## src/rtl/parking_pkg.sv

```systemverilog
// Shared types and helpers for the parking entrance controller.
package parking_pkg;

    localparam int STATE_W = 2;

    typedef enum logic [STATE_W-1:0] {
        IDLE  = 2'd0,
        PIN   = 2'd1,
        OPEN  = 2'd2,
        BLOCK = 2'd3
    } park_state_e;

    // Counter width helper: never returns zero so single-value ranges stay legal.
    function automatic int clog2_w(input int value);
        return (value <= 1) ? 1 : $clog2(value);
    endfunction

endpackage

```

## src/rtl/parking_occupancy_counter.sv

```systemverilog
// Up/down saturating car counter with registered full flag.
module parking_occupancy_counter
    import parking_pkg::*;
#(
    parameter int CAPACITY = 16
) (
    input  logic                             clk,
    input  logic                             rst_n,
    input  logic                             inc,
    input  logic                             dec,
    output logic [$clog2(CAPACITY+1)-1:0]    occupancy,
    output logic                             full
);

    localparam int               OCC_W = clog2_w(CAPACITY + 1);
    localparam logic [OCC_W-1:0] CAP_V = OCC_W'(CAPACITY);

    logic [OCC_W-1:0] count_r;
    logic [OCC_W-1:0] count_s;
    logic             full_r;

    // Next count: simultaneous inc/dec cancel, both ends saturate.
    always_comb begin
        count_s = count_r;
        case ({inc, dec})
            2'b10: begin
                if (count_r != CAP_V) begin
                    count_s = count_r + OCC_W'(1);
                end else begin
                    count_s = count_r;
                end
            end
            2'b01: begin
                if (count_r != '0) begin
                    count_s = count_r - OCC_W'(1);
                end else begin
                    count_s = count_r;
                end
            end
            default: count_s = count_r;
        endcase
    end

    // Count and full flag registers.
    always_ff @(posedge clk or negedge rst_n) begin
        if (!rst_n) begin
            count_r <= '0;
            full_r  <= 1'b0;
        end else begin
            count_r <= count_s;
            full_r  <= (count_s == CAP_V);
        end
    end

    assign occupancy = count_r;
    assign full      = full_r;

endmodule

```

## src/rtl/parking_access_ctrl_p.sv

```systemverilog
// Parking entrance controller: PIN check, gate timing, tailgate alarm.
// Lot occupancy tracking is built only when PARK_OCCUPANCY_EN is defined.
module parking_access_ctrl_p
    import parking_pkg::*;
#(
    parameter int                PSWD_W       = 8,
    parameter logic [PSWD_W-1:0] PSWD         = 8'd87,
    parameter int                MAX_ATTEMPTS = 3,
    parameter int                GATE_TIMEOUT = 1000,
    parameter int                CAPACITY     = 16
) (
    input  logic                                 clk,
    input  logic                                 rst_n,
    input  logic                                 sensor_1,
    input  logic                                 sensor_2,
    input  logic                                 try_psswrd,
    input  logic [PSWD_W-1:0]                    psswrd_atmpt,
    input  logic                                 car_exit,
    output logic                                 alarm_1,
    output logic                                 alarm_2,
    output logic                                 open_gate,
    output logic                                 close_gate,
    output logic                                 gate_timeout,
    output logic                                 lot_full,
    output logic [$clog2(CAPACITY+1)-1:0]        occupancy,
    output logic [$clog2(MAX_ATTEMPTS+1)-1:0]    fail_count
);

    localparam int               OCC_W    = clog2_w(CAPACITY + 1);
    localparam int               FC_W     = clog2_w(MAX_ATTEMPTS + 1);
    localparam int               TMR_W    = clog2_w(GATE_TIMEOUT);
    localparam logic [FC_W-1:0]  FC_MAX   = FC_W'(MAX_ATTEMPTS);
    localparam logic [TMR_W-1:0] TMR_LAST = TMR_W'(GATE_TIMEOUT - 1);

    park_state_e      state_r, state_s;
    logic [TMR_W-1:0] timer_r;
    logic [FC_W-1:0]  fail_count_r, fail_count_s, fail_inc_s;
    logic             alarm_1_r, alarm_1_s;
    logic             alarm_2_r, alarm_2_s;
    logic             open_gate_r, open_gate_s;
    logic             close_gate_r, close_gate_s;
    logic             gate_timeout_r, gate_timeout_s;
    logic             car_entered_s;
    logic             tailgate_s, try_ok_s, try_bad_s, timeout_hit_s;
    logic             lot_full_s;
    logic [OCC_W-1:0] occupancy_s;

    assign tailgate_s    = sensor_1 && sensor_2;
    assign try_ok_s      = try_psswrd && (psswrd_atmpt == PSWD);
    assign try_bad_s     = try_psswrd && (psswrd_atmpt != PSWD);
    assign timeout_hit_s = (state_r == OPEN) && (timer_r == TMR_LAST);
    assign fail_inc_s    = (fail_count_r == FC_MAX) ? FC_MAX : (fail_count_r + FC_W'(1));

    // State register together with the registered outputs.
    always_ff @(posedge clk or negedge rst_n) begin
        if (!rst_n) begin
            state_r        <= IDLE;
            fail_count_r   <= '0;
            alarm_1_r      <= 1'b0;
            alarm_2_r      <= 1'b0;
            open_gate_r    <= 1'b0;
            close_gate_r   <= 1'b0;
            gate_timeout_r <= 1'b0;
        end else begin
            state_r        <= state_s;
            fail_count_r   <= fail_count_s;
            alarm_1_r      <= alarm_1_s;
            alarm_2_r      <= alarm_2_s;
            open_gate_r    <= open_gate_s;
            close_gate_r   <= close_gate_s;
            gate_timeout_r <= gate_timeout_s;
        end
    end

    // Gate-open timer: zero on the first OPEN cycle, cleared elsewhere.
    always_ff @(posedge clk or negedge rst_n) begin
        if (!rst_n) begin
            timer_r <= '0;
        end else if (state_r == OPEN) begin
            timer_r <= timer_r + TMR_W'(1);
        end else begin
            timer_r <= '0;
        end
    end

    // Next-state logic; a tailgate sighting outranks everything outside BLOCK.
    always_comb begin
        state_s = state_r;
        case (state_r)
            IDLE: begin
                if (tailgate_s)                  state_s = BLOCK;
                else if (sensor_1 && !lot_full_s) state_s = PIN;
                else                             state_s = IDLE;
            end
            PIN: begin
                if (tailgate_s)    state_s = BLOCK;
                else if (try_ok_s) state_s = OPEN;
                else               state_s = PIN;
            end
            OPEN: begin
                if (tailgate_s)                     state_s = BLOCK;
                else if (sensor_2 || timeout_hit_s) state_s = IDLE;
                else                                state_s = OPEN;
            end
            BLOCK: begin
                if (try_ok_s) state_s = IDLE;
                else          state_s = BLOCK;
            end
            default: state_s = IDLE;
        endcase
    end

    // Output logic; close_gate and gate_timeout are single-cycle pulses.
    always_comb begin
        fail_count_s   = fail_count_r;
        alarm_1_s      = alarm_1_r;
        alarm_2_s      = alarm_2_r;
        open_gate_s    = open_gate_r;
        close_gate_s   = 1'b0;
        gate_timeout_s = 1'b0;
        car_entered_s  = 1'b0;
        case (state_r)
            IDLE: begin
                if (tailgate_s) alarm_2_s = 1'b1;
                else            alarm_2_s = alarm_2_r;
            end
            PIN: begin
                if (tailgate_s) begin
                    alarm_2_s = 1'b1;
                end else if (try_ok_s) begin
                    fail_count_s = '0;
                    alarm_1_s    = 1'b0;
                    open_gate_s  = 1'b1;
                end else if (try_bad_s) begin
                    fail_count_s = fail_inc_s;
                    alarm_1_s    = alarm_1_r || (fail_inc_s == FC_MAX);
                end else begin
                    fail_count_s = fail_count_r;
                end
            end
            OPEN: begin
                if (tailgate_s) begin
                    alarm_2_s    = 1'b1;
                    open_gate_s  = 1'b0;
                    close_gate_s = 1'b1;
                end else if (sensor_2) begin
                    open_gate_s   = 1'b0;
                    close_gate_s  = 1'b1;
                    car_entered_s = 1'b1;
                end else if (timeout_hit_s) begin
                    open_gate_s    = 1'b0;
                    close_gate_s   = 1'b1;
                    gate_timeout_s = 1'b1;
                end else begin
                    open_gate_s = open_gate_r;
                end
            end
            BLOCK: begin
                open_gate_s = 1'b0;
                if (try_ok_s) begin
                    alarm_2_s    = 1'b0;
                    alarm_1_s    = 1'b0;
                    fail_count_s = '0;
                end else begin
                    alarm_2_s = alarm_2_r;
                end
            end
            default: open_gate_s = 1'b0;
        endcase
    end

`ifdef PARK_OCCUPANCY_EN
    parking_occupancy_counter #(
        .CAPACITY (CAPACITY)
    ) u_occupancy (
        .clk       (clk),
        .rst_n     (rst_n),
        .inc       (car_entered_s),
        .dec       (car_exit),
        .occupancy (occupancy_s),
        .full      (lot_full_s)
    );
`else
    logic unused_s;
    assign unused_s    = car_exit ^ car_entered_s;
    assign occupancy_s = '0;
    assign lot_full_s  = 1'b0;
`endif

    assign alarm_1      = alarm_1_r;
    assign alarm_2      = alarm_2_r;
    assign open_gate    = open_gate_r;
    assign close_gate   = close_gate_r;
    assign gate_timeout = gate_timeout_r;
    assign fail_count   = fail_count_r;
    assign occupancy    = occupancy_s;
    assign lot_full     = lot_full_s;

endmodule
```

## config.mk

```make
export PLATFORM = sky130hd
export DESIGN_NAME = parking_access_ctrl_p
export DESIGN_NICKNAME = d
export VERILOG_FILES = /design/src/rtl/parking_pkg.sv /design/src/rtl/parking_occupancy_counter.sv /design/src/rtl/parking_access_ctrl_p.sv
export SDC_FILE = /design/constraint.sdc
export NUM_CORES = 1
export LEC_CHECK = 0
export ABC_AREA = 1
export CORE_UTILIZATION = 43
export CTS_BUF_LIST = sky130_fd_sc_hd__clkbuf_16
export DETAILED_ROUTE_END_ITERATION = 10
export PLACE_DENSITY_LB_ADDON = 0.2
export SLEW_MARGIN = 20
export SYNTH_ARGS = -nofsm -noshare
export SYNTH_HDL_FRONTEND = slang
export SYNTH_SLANG_ARGS = --single-unit
export TNS_END_PERCENT = 100
```

## constraint.sdc

```tcl
create_clock -name clk -period 1.3 [get_ports clk]
set_clock_uncertainty 0.1 [all_clocks]
set_input_delay 0.195 -clock clk [delete_from_list [all_inputs] [get_ports clk]]
set_output_delay 0.195 -clock clk [all_outputs]
set_load 0.02 [all_outputs]
```

======== Word level (Yosys, flattened, before mapping) ========
Cells that the tools add are included.
W data, S select, Z words.
cells by class
  muxes and demuxes ....................... 35
  div/mod/pow operators ................... 0
  multipliers ............................. 0
  magnitude comparators ................... 0
  $add $sub $neg .......................... 2
  shift-type cells ........................ 0
  bitwise logic cells ..................... 0
  reduce and logical (&&, ||, !) cells .... 13
  eq/ne operators ......................... 14
operators with widths
  operator                 count
  $mux W2                  11
  $mux W1                  18
  $add A10 B1 Y10 const B  1
  $eq A10 B10 Y1 const B   1
  $mux W10                 1
  $eq A2 B2 Y1 const B     4
  $eq A8 B7 Y1 const B     1
  $ne A8 B7 Y1 const B     1
  $pmux W2 S4              1
  $reduce_and A4 Y1        2
  $ne A2 B2 Y1 const B     3
  $logic_and A1 B1 Y1      4
  $ne A4 B4 Y1 const B     1
  $pmux W1 S2              2
  $pmux W2 S2              1
  $ne A3 B3 Y1 const B     1
  $pmux W1 S3              1
  $reduce_bool A3 Y1       1
  $reduce_or A3 Y1         1
  $add A2 B1 Y2 const B    1
  $eq A2 B1 Y1 const B     1
  $logic_not A2 Y1         1
  $logic_or A1 B1 Y1       2
  $ne A2 B1 Y1 const B     1
  2 further kinds          2
word-level totals
  bits in writable memories ............... 0
  bits in latches ......................... 0
  register bits after elaboration ......... 19
  memories kept ........................... 0
  input bits .............................. 14
  ROM bits ................................ 0
  output and inout port bits .............. 13

======== Logic depth before layout (Yosys ltp) ========
  word-level depth ........................ 8
  depth in mapped cells ................... 8
  mapped depth without buffers ............ 8

======== Worst setup path after synthesis ========
OpenSTA, ideal clock, no wires.
  kind .................................... register -> register
  from .................................... register timer_r[0]
  to ...................................... register timer_r[8]
  data required time ...................... 1.081 ns
  path slack .............................. 0.005 ns
  cell stages (with the launch flop) ...... 9
  path buffers ............................ 0
  arrival time ............................ 1.076 ns
  path through ............................ dfrtp_1 -> ha_1 -> nand2_2 -> inv_1 -> nand2_2 -> nor3_4 -> nand3_1 -> nand2_1 -> nor2_1
on the way
  longest elaborated chain between the ends .. 2
ends and longest elaborated chain
  element                 RTL line                     source
  from (decl)             parking_access_ctrl_p.sv:36  logic [TMR_W-1:0] timer_r;
  from (signal assigned)  parking_access_ctrl_p.sv:80  timer_r <= timer_r + TMR_W'(1);
  $add A10 B1 Y10         parking_access_ctrl_p.sv:80
  $mux W10                parking_access_ctrl_p.sv:79  end else if (state_r == OPEN) begin
No other way between the ends.
A chain may end at the register's enable or synchronous reset.

======== Worst setup path after layout ========
  from .................................... register timer_r[1]
  to ...................................... register timer_r[8]
Same word-level chain as after synthesis.

==> results by group <==
Run status
  • Status: finished with violations
  • Failing checks: setup timing

Floorplanning
  • Die width: 52.1 µm
  • Die height: 52.1 µm
  • Site Rows: 17
  • I/O Pins: 27
  • Core Area: 2300 µm²
  • Die area: 2720 µm²
  • Starting Density: 47.0%

Clock network
  • Worst skew pair latency: 0.25 ns
  • Clock slew at reported path FFs: 0.06 ns
  • CTS Root Cell: clkbuf_16
  • Cts bufs inserted: 3
  • Clock Path Buffers: 2
  • CTS tree: built
  • CTS Sinks: 19
  • Htree depth: 1

Drt
  • Highest layer used for signal routing: met4
  • 1st-iter DRT viols: 10
  • Vias/cell: 4.82
  • M1 WL: 988 µm
  • DRT antenna net count: 0
  • Wire length on met2: 1200 µm
  • Met3 wire len: 89 µm
  • DRT Pass-1 Iters: 4
  • Final WL: 2310 µm
  • DRC: 0
  • DR WL/cell: 11.2 µm
  • Via count: 992

Pwr
  • Gate power share: 30.0%
  • Int Power: 1310 µW
  • Tot Pwr: 1920 µW
  • Leakage: 0.000752 µW
  • Seq pwr share: 37.0%
  • Clock share of power: 33.0%
  • Sw frac: 31.5%
  • Pwr dens: 1290 nW/µm²
  • Peak supply drop: 877 µV
  • Sw Pwr: 603 µW

Placement
  • # port buffers: 19
  • Routability cong.: 0.830
  • Placed insts: 201
  • HPWL Detailed: 1720 µm

Logic synthesis
  • EDFF count, synth: 0
  • Cells after synthesis: 142
  • Post-synth ARST share: 100%
  • Synth unique cells: 21
  • Register area share after synthesis: 44.0%
  • Synth Register Bits: 19
  • Synth Flop Type: dfrtp_1
  • Syn_area_per_cell: 7.60 µm²
  • Syn. warnings: 0
  • Cell Area, Synth: 1080 µm²

Critical path
  • Critical path class: flop to flop
  • Critical Path AT: 1.38 ns
  • CP required: 1.34 ns
  • CP endpoint kind: flop
  • Crit start category: flop
  • CP Max Fanout: 4

Finish
  • Reg area: 477 µm²
  • Footprint of the multi-input gates: 541 µm²
  • # diodes: 0
  • Share of layout cells above drive strength 1: 26.4%
  • Fillcell total: 207
  • Layout Cells excl Fill: 206
  • Area grow syn2layout: 37.9%
  • Post-layout util: 64.8%
  • Total Nets Final: 194

STA
  • Final hold vios: 0
  • Total Neg Setup Slack: -0.0587 ns
  • Final WS setup: -0.0366 ns
  • RSZ-0062 raised after global routing: yes
  • Fmax: 748 MHz
  • Pins Over Slew Limit: 0
  • Final setup fails: 2
  • Minimum clock period: 1.34 ns
  • Crit share post-route: 103%
  • Worst hold slack: 0.185 ns

Global routing
  • Initial antenna violation count: 0
  • First-pass GRT wire length: 3810 µm
  • GRT Overall Usage: 19.1%
  • Grt ovf: 0
  • Largest net degree at the start of global routing: 20
  • Number of global-route vias before repair: 949

Worst hold path
  • Worst hold path type: input pin to async pin

Job
  • Max cap viols: 0
## power by group through the flow
| stage | registers (µW) | logic, µW | clock network, µW |
|---|---|---|---|
| after CTS | 711 | 574 | 653 |
| after detailed placement | 723 | 606 | 0 |
| final | 709 | 574 | 632 |
| after global placement | 722 | 597 | 0 |
| after floorplan | 783 | 295 | 0 |
| after global routing | 722 | 649 | 674 |
## stage by stage
stage	setup slack (ns)	area, µm²
2_1_floorplan	0.00470	1100
5_1_grt	-0.0898	1490
3_5_place_dp	-0.265	1380
4_1_cts	-0.00913	1460
3_3_place_gp	-0.215	1380
6_report	-0.0366	1490
## registers in the layout, indices dropped and copies added (netlist names)
name	cells
timer_r	10
fail_count	2
state_r	2
alarm_1	1
alarm_2	1
close_gate	1
gate_timeout	1
open_gate	1
## critical path, cell delays in order, from the launching register on
cell,delay [ns]
dfrtp_1,0.38
ha_2,0.20
nand2_2,0.07
inv_2,0.08
nand2_4,0.06
nor3_4,0.14
nand3_1,0.09
nand2_1,0.06
nor2_1,0.04
## cell type report
cell class	instances	area share [%]
multi-input cells	103	36.3
flip-flops and latches	19	32.0
repair buffers	33	19.2
clock buffers	3	5.04
inverters	19	4.79
well taps	28	2.35
clock inverters	1	0.336
## synthesized netlist by cell type (2+ instances only)
cell type  instances  share of area [%]
inv_1             16                5.6
nand3_1            9                4.2
nand3_2            3                2.8
o21ai_1            2               0.93
nor2_2             5                2.9
o21ai_0            4                1.9
nor3_1             5                2.3
a21oi_1            9                4.2
nand4_1            2                1.2
nand2_1           27                9.4
nor2_1            20                7.0
nand2_2            5                2.9
buf_4              6                4.2
or2_2              2                1.2
dfrtp_1           19                 44
inv_2              3                1.0
## layer usage
metal	vias to the layer above	track usage (%)
met2	20	33.5
met4	0	8.11
met3	4	2.92
met5	-	0
met1	459	22.8
li1	509	-
## cell usage in the layout, fill, tap and decap left out, types with 2 or more instances in the layout
| cell type | count |
|---|---|
| conb_1 | 6 |
| nor3_2 | 2 |
| nand3_1 | 8 |
| nand4_1 | 2 |
| or2_2 | 2 |
| nand2_2 | 6 |
| clkdlybuf4s50_1 | 8 |
| nand3_2 | 4 |
| nand2_1 | 25 |
| o21ai_1 | 2 |
| dlygate4sd2_1 | 11 |
| inv_2 | 4 |
| clkbuf_16 | 3 |
| buf_4 | 13 |
| nor2_2 | 6 |
| a21oi_1 | 8 |
| dfrtp_1 | 18 |
| nor3_1 | 3 |
| inv_1 | 15 |
| o21ai_0 | 4 |
| nor2_1 | 19 |
## path summary, 6_finish.rpt
kind                       cells past startpoint                 start  slack [ns]                    to
hold / removal                                 2                 rst_n        0.18   alarm_2$_DFFE_PN0P_
hold reg to reg                                2   alarm_1$_DFFE_PN0P_        0.42   alarm_1$_DFFE_PN0P_
setup / recovery                               8  timer_r[1]$_DFF_PN0_       -0.04  timer_r[8]$_DFF_PN0_
max in group asynchronous                      2                 rst_n        0.69  timer_r[3]$_DFF_PN0_
min in group clk                               2   alarm_1$_DFFE_PN0P_        0.42   alarm_1$_DFFE_PN0P_
setup reg to reg                               8  timer_r[1]$_DFF_PN0_       -0.04  timer_r[8]$_DFF_PN0_
## cell families (layout without fill, tap and decap cells)
kind of cell    count (synthesis)  after routing  share of synthesized area [%]
buf+inv                        25             56                           10.8
fa+ha+maj                       1              1                           1.16
xor+xnor                        1              1                          0.811
compound gates                 16             16                           7.65
simple gates                   79             79                           35.2
other cells                     1              6                          0.347
flops                          19             19                           44.0
## timing repair
action                     4_1_cts  5_1_grt
pin swaps                        4       11
resized for setup               15        8
setup buffers                    1        1
setup endpoints to repair       12       14
gates cloned                     0        0
hold buffers                     0        0
Power figures use the tool's default switching activity.
